**config.mk**
```make
export PLATFORM = sky130hd
export DESIGN_NAME = prog_load_ctrl
export DESIGN_NICKNAME = d
export VERILOG_FILES = /design/src/rtl/prog_load_ctrl.sv
export SDC_FILE = /design/constraint.sdc
export NUM_CORES = 1
export LEC_CHECK = 0
export ABC_AREA = 1
export CORE_MARGIN = 2
export CORE_UTILIZATION = 43
export DETAILED_ROUTE_END_ITERATION = 16
export MAX_ROUTING_LAYER = met4
export PLACE_DENSITY = 0.89
export SLEW_MARGIN = 20
export SYNTH_ARGS = -nofsm -noshare
export SYNTH_HDL_FRONTEND = slang
export SYNTH_SLANG_ARGS = --single-unit
```
**constraint.sdc**
```tcl
create_clock -name clk -period 3.4 [get_ports clk]
set_clock_uncertainty 0.05 [all_clocks]
set_input_delay 0.51 -clock clk [delete_from_list [all_inputs] [get_ports clk]]
set_output_delay 0.51 -clock clk [all_outputs]
set_load 0.01 [all_outputs]
```
**src/rtl/prog_load_ctrl.sv**
```systemverilog
// Program loader: streams an instruction image into instruction memory, then releases the core.
// Optional build macro PROG_LOAD_CHECKSUM_EN adds a trailing checksum beat with CHECK/ERROR states.
module prog_load_ctrl #(
    parameter int DATA_WIDTH = 32,
    parameter int ADDR_WIDTH = 8
) (
    input  logic                  clk,
    input  logic                  arst_n,
    input  logic                  start,
    input  logic                  abort,
    input  logic [ADDR_WIDTH:0]   prog_len,
    input  logic                  s_valid,
    input  logic [DATA_WIDTH-1:0] s_data,
    output logic                  s_ready,
    output logic                  mem_w_en,
    output logic [ADDR_WIDTH-1:0] mem_addr,
    output logic [DATA_WIDTH-1:0] mem_wdata,
    output logic                  prog_ready,
    output logic                  busy,
    output logic                  done,
    output logic                  error
);

    localparam int LW = ADDR_WIDTH + 1;
    localparam logic [LW-1:0] DEPTH_L = {1'b1, {ADDR_WIDTH{1'b0}}};
    localparam logic [LW-1:0] ONE_L   = {{ADDR_WIDTH{1'b0}}, 1'b1};

`ifdef PROG_LOAD_CHECKSUM_EN
    typedef enum logic [2:0] {
        S_IDLE  = 3'd0,
        S_LOAD  = 3'd1,
        S_RUN   = 3'd2,
        S_CHECK = 3'd3,
        S_ERROR = 3'd4
    } state_t;
`else
    typedef enum logic [1:0] {
        S_IDLE = 2'd0,
        S_LOAD = 2'd1,
        S_RUN  = 2'd2
    } state_t;
`endif

    state_t          r_state;
    state_t          w_next;
    logic [LW-1:0]   r_cnt;
    logic [LW-1:0]   r_len;
    logic            r_done;
    logic [LW-1:0]   w_len_clip;
    logic            w_start_ok;
    logic            w_load_beat;
    logic            w_last;
    logic            w_enter_load;
    logic            w_enter_run;
`ifdef PROG_LOAD_CHECKSUM_EN
    logic [DATA_WIDTH-1:0] r_sum;
`endif

    // Abort wins over start in the same cycle, and a zero-length image is never started.
    assign w_start_ok   = start & ~abort & (prog_len != '0);
    assign w_len_clip   = (prog_len > DEPTH_L) ? DEPTH_L : prog_len;
    assign w_load_beat  = s_valid & (r_state == S_LOAD) & ~abort;
    assign w_last       = (r_cnt == (r_len - ONE_L));
    assign w_enter_load = (r_state != S_LOAD) && (w_next == S_LOAD);
    assign w_enter_run  = (r_state != S_RUN) && (w_next == S_RUN);

    // NOTE: every signal written in an always_comb gets a default first, so no path can infer a latch.
    always_comb begin
        w_next = r_state;
        unique case (r_state)
            S_IDLE: begin
                if (w_start_ok) w_next = S_LOAD;
            end
            S_LOAD: begin
                if (abort) begin
                    w_next = S_IDLE;
                end else if (w_load_beat && w_last) begin
`ifdef PROG_LOAD_CHECKSUM_EN
                    w_next = S_CHECK;
`else
                    w_next = S_RUN;
`endif
                end
            end
`ifdef PROG_LOAD_CHECKSUM_EN
            S_CHECK: begin
                if (abort) begin
                    w_next = S_IDLE;
                end else if (s_valid) begin
                    w_next = (s_data == r_sum) ? S_RUN : S_ERROR;
                end
            end
            S_ERROR: begin
                if (w_start_ok) w_next = S_LOAD;
            end
`endif
            S_RUN: begin
                if (w_start_ok) w_next = S_LOAD;
            end
            default: w_next = S_IDLE;
        endcase
    end

    // NOTE: sequential state uses non-blocking assignments so every register sees pre-edge values.
    always_ff @(posedge clk or negedge arst_n) begin
        if (!arst_n) begin
            r_state <= S_IDLE;
            r_cnt   <= '0;
            r_len   <= '0;
            r_done  <= 1'b0;
        end else begin
            r_state <= w_next;
            r_done  <= w_enter_run;
            if (w_enter_load) begin
                r_len <= w_len_clip;
                r_cnt <= '0;
            end else if (w_load_beat) begin
                r_cnt <= r_cnt + ONE_L;
            end
        end
    end

`ifdef PROG_LOAD_CHECKSUM_EN
    always_ff @(posedge clk or negedge arst_n) begin
        if (!arst_n) begin
            r_sum <= '0;
        end else if (w_enter_load) begin
            r_sum <= '0;
        end else if (w_load_beat) begin
            r_sum <= r_sum + s_data;
        end
    end

    assign s_ready = (r_state == S_LOAD) || (r_state == S_CHECK);
    assign busy    = (r_state == S_LOAD) || (r_state == S_CHECK);
    assign error   = (r_state == S_ERROR);
`else
    assign s_ready = (r_state == S_LOAD);
    assign busy    = (r_state == S_LOAD);
    assign error   = 1'b0;
`endif

    // The write path is purely combinational, so reset removes mem_w_en the instant the state clears.
    assign mem_w_en   = w_load_beat;
    assign mem_addr   = r_cnt[ADDR_WIDTH-1:0];
    assign mem_wdata  = s_data;
    assign prog_ready = (r_state == S_RUN);
    assign done       = r_done;

endmodule

```
==> impl_metrics.py <==
metrics = {
    "pwr": {
        "power_leakage_nw": 0.9066,
        "finalPower_uw": 707.0,
        "p_per_area_nw_per_um2": 401.1,
        "ir_worst_vdd_mv": 0.2851,
    },
    "placed_design": {
        "gp_congestion": 0.9421,
        "pre_cts_slack_ns": 0.9647,
        "io_buffer_count": 26,
        "dp_hpwl_um": 2807,
    },
    "clocking": {
        "clk_latency_ns": 0.26,
        "hold_buffers": 0,
        "cts_tree": "done",
        "clk_path_buf_depth": 2,
        "cts_repair_resize_count": 0,
        "post_cts_buffers": 0,
        "cts.sinks": 21,
        "cts_root_buffer": "clkbuf_8",
        "cts.clk_slew.worst_paths_ns": 0.08,
        "cts_max_level": 1,
        "cts_buffers": 3,
    },
    "route": {
        "drt-initial-drc-count": 71,
        "vias": 1396,
        "wirelength_um": 3522,
        "route.detailed.drc": 0,
        "firstDrtPassIters": 4,
        "ant_nets": 0,
        "post_drt_wl_per_cell_um": 12.27,
        "avgViaCountPerCell": 4.864,
    },
    "sta": {
        "rsz0062_at_grt": "no",
        "finalWorstSetupSlack_ns": 1.009,
        "fin_crit_sh": 0.7032,
        "hold_slack_ns": 0.5071,
        "hold_viol": 0,
        "max_clock_freq_mhz": 418.2,
        "report.final.slew_viol_count": 0,
        "worst_pin_slew_ns": 0.9342,
        "slew_headroom": 0.3753,
        "setup_violations": 0,
        "fin_tns_setup_ns": 0,
        "period_needed_ns": 2.391,
    },
    "grt": {
        "grt_overflow": 0,
        "grt_pass1_vias": 1248,
        "grt_max_degree": 22,
        "grt_antenna_before_repair": 0,
        "grt_usage": 0.1778,
        "grt_pass1_wl_um": 5865,
    },
    "worst_setup_path": {
        "startpoint": "abort",
        "crit_path_max_fanout": 9,
        "cp.required_ns": 2.84,
        "crit_type": "in2out",
        "r2r_start": "r_len[0]",
        "cp-start-kind": "input pin",
        "crit_arrival_ns": 1.83,
        "endpoint_kind": "primary output",
    },
    "min_path": {
        "min_path_type": "reg2reg",
        "hp-start": "r_len[8]",
    },
    "cells_and_area": {
        "fillCellCount": 364,
        "syn_to_final_growth_pct": 2.027,
        "antenna_cells": 0,
        "drive_gt1_frac": 0.07595,
        "fin_nets": 286,
    },
    "synth": {
        "async_reset_ff_frac": 1.000,
        "synth_top_cell_by_area": "dfrtp_1",
        "syn_area_um2": 1728,
        "synth_common_cells": "nand2_1, buf_4, inv_1, nor2_1, dfrtp_1",
        "yosys-mux-area-fraction": 0,
        "avgSynthCellArea_um2": 6.884,
        "synth_xor_area_frac": 0.01521,
        "yosysTopAreaCellShare": 0.3041,
        "yosys_register_bits": 21,
        "synth_edf_count": 0,
        "synth_top_family_by_area": "simple AND/OR/NAND/NOR gates",
        "yosys_most_used_dff": "dfrtp_1",
        "yosysMostFrequentCell": "nand2_1",
        "synth_fa_ha_area_frac": 0.01448,
        "yosys.area_share.simple": 0.3266,
        "synthesis.nets": 299,
        "synth_warnings": 0,
        "ys_seq_area_frac": 0.3041,
        "synth_compound_area_frac": 0.07024,
        "yosysUniqueCellTypes": 29,
        "postSynthCellCount": 251,
        "yosys-top-cells-area": "dfrtp_1, buf_4, nand2_1",
    },
    "floorplan": {
        "die_height_um": 67.39,
        "core_area_um2": 3943,
        "die_w_um": 67.39,
        "die_area_um2": 4541,
        "rows": 23,
        "io_pins": 92,
        "start_util": 0.4383,
    },
    "flow_run": {
        "drv_cap": 0,
    },
    "status": {
        "outcome": "complete, no violations",
    },
}
worst paths after layout:
kind	end	slack (ns)	cells after the start
max in group asynchronous	r_cnt[2]	2.02	1
min reg2reg	r_len[8]	0.51	2
min in group asynchronous	done	0.71	1
max reg2reg	r_state[0]	1.61	12
max	mem_w_en	1.01	3
min	r_len[8]	0.51	2
metal layers:
layer	vias up	part of all wire	global-route usage	wire length, µm
met4	0	0.023	0.09694	82
met3	6	0.062	0.03000	217
met5	-	0	-	0
met2	38	0.47	0.2550	1660
met1	645	0.44	0.2385	1561
li1	707	-	-	-
cells by family after synthesis:
group                      Yosys count
AOI/OAI and AO/OA                   22
DFF                                 21
other                                1
buffers and inverters               78
adders and majority gates            2
and+or+nand+nor                    124
xor gates and xnor gates             3
layout make-up:
cell class	count	area (µm²)	share of cell area
multi-input combinational	152	740.7	0.4202
clock inverter	1	5.005	0.002839
clock buffer	3	41.29	0.02342
tap	50	62.56	0.03549
inverter	34	127.6	0.07239
timing repair buffer	26	260.3	0.1476
sequential	21	525.5	0.2981
layout by cell type (no fill, tap or decap):
cell type,netlist,layout
nand2_1,66,66
inv_1,32,32
clkdlybuf4s50_1,0,26
nor2_1,24,24
dfrtp_1,21,21
o21ai_0,16,16
nand3_1,13,13
nand4_1,5,5
nor3_1,4,4
clkbuf_8,1,3
inv_2,2,2
o211ai_1,2,2
a21oi_1,2,2
xnor2_1,2,2
nand2_2,2,2
nor2_2,2,2
or2_2,2,2
ha_1,2,2
nor2_4,1,1
nand2_4,1,1
nor2_8,1,1
xor2_1,1,1
o21bai_1,1,1
nand4_2,1,1
a21oi_2,1,1
nor3_2,1,1
nand3b_1,1,1
conb_1,1,1
clkinv_2,0,1
through the flow:
stage | area (µm²) | utilization | instances
after floorplan | 1728 | - | 251
after global placement | 1717 | 0.4354 | 283
after detailed placement | 1717 | 0.4354 | 283
after CTS | 1763 | 0.4472 | 287
after global routing | 1763 | 0.4472 | 287
final | 1763 | 0.4472 | 287
critical path, cell delays in order:
cell	delay [ns]
clkdlybuf4s50_1	0.53
nor2_8	0.23
clkdlybuf4s50_1	0.56
power by group:
group          internal [mW]  switching, mW  total (mW)
clock network         0.0818         0.0860       0.168
logic                 0.0955          0.140       0.236
registers              0.275         0.0284       0.303
sequential cells by signal (all words and copies together), names as in the netlist:
name,cells
done,1
r_cnt,9
r_len,9
r_state,2
(Power assumes the default switching activity.)
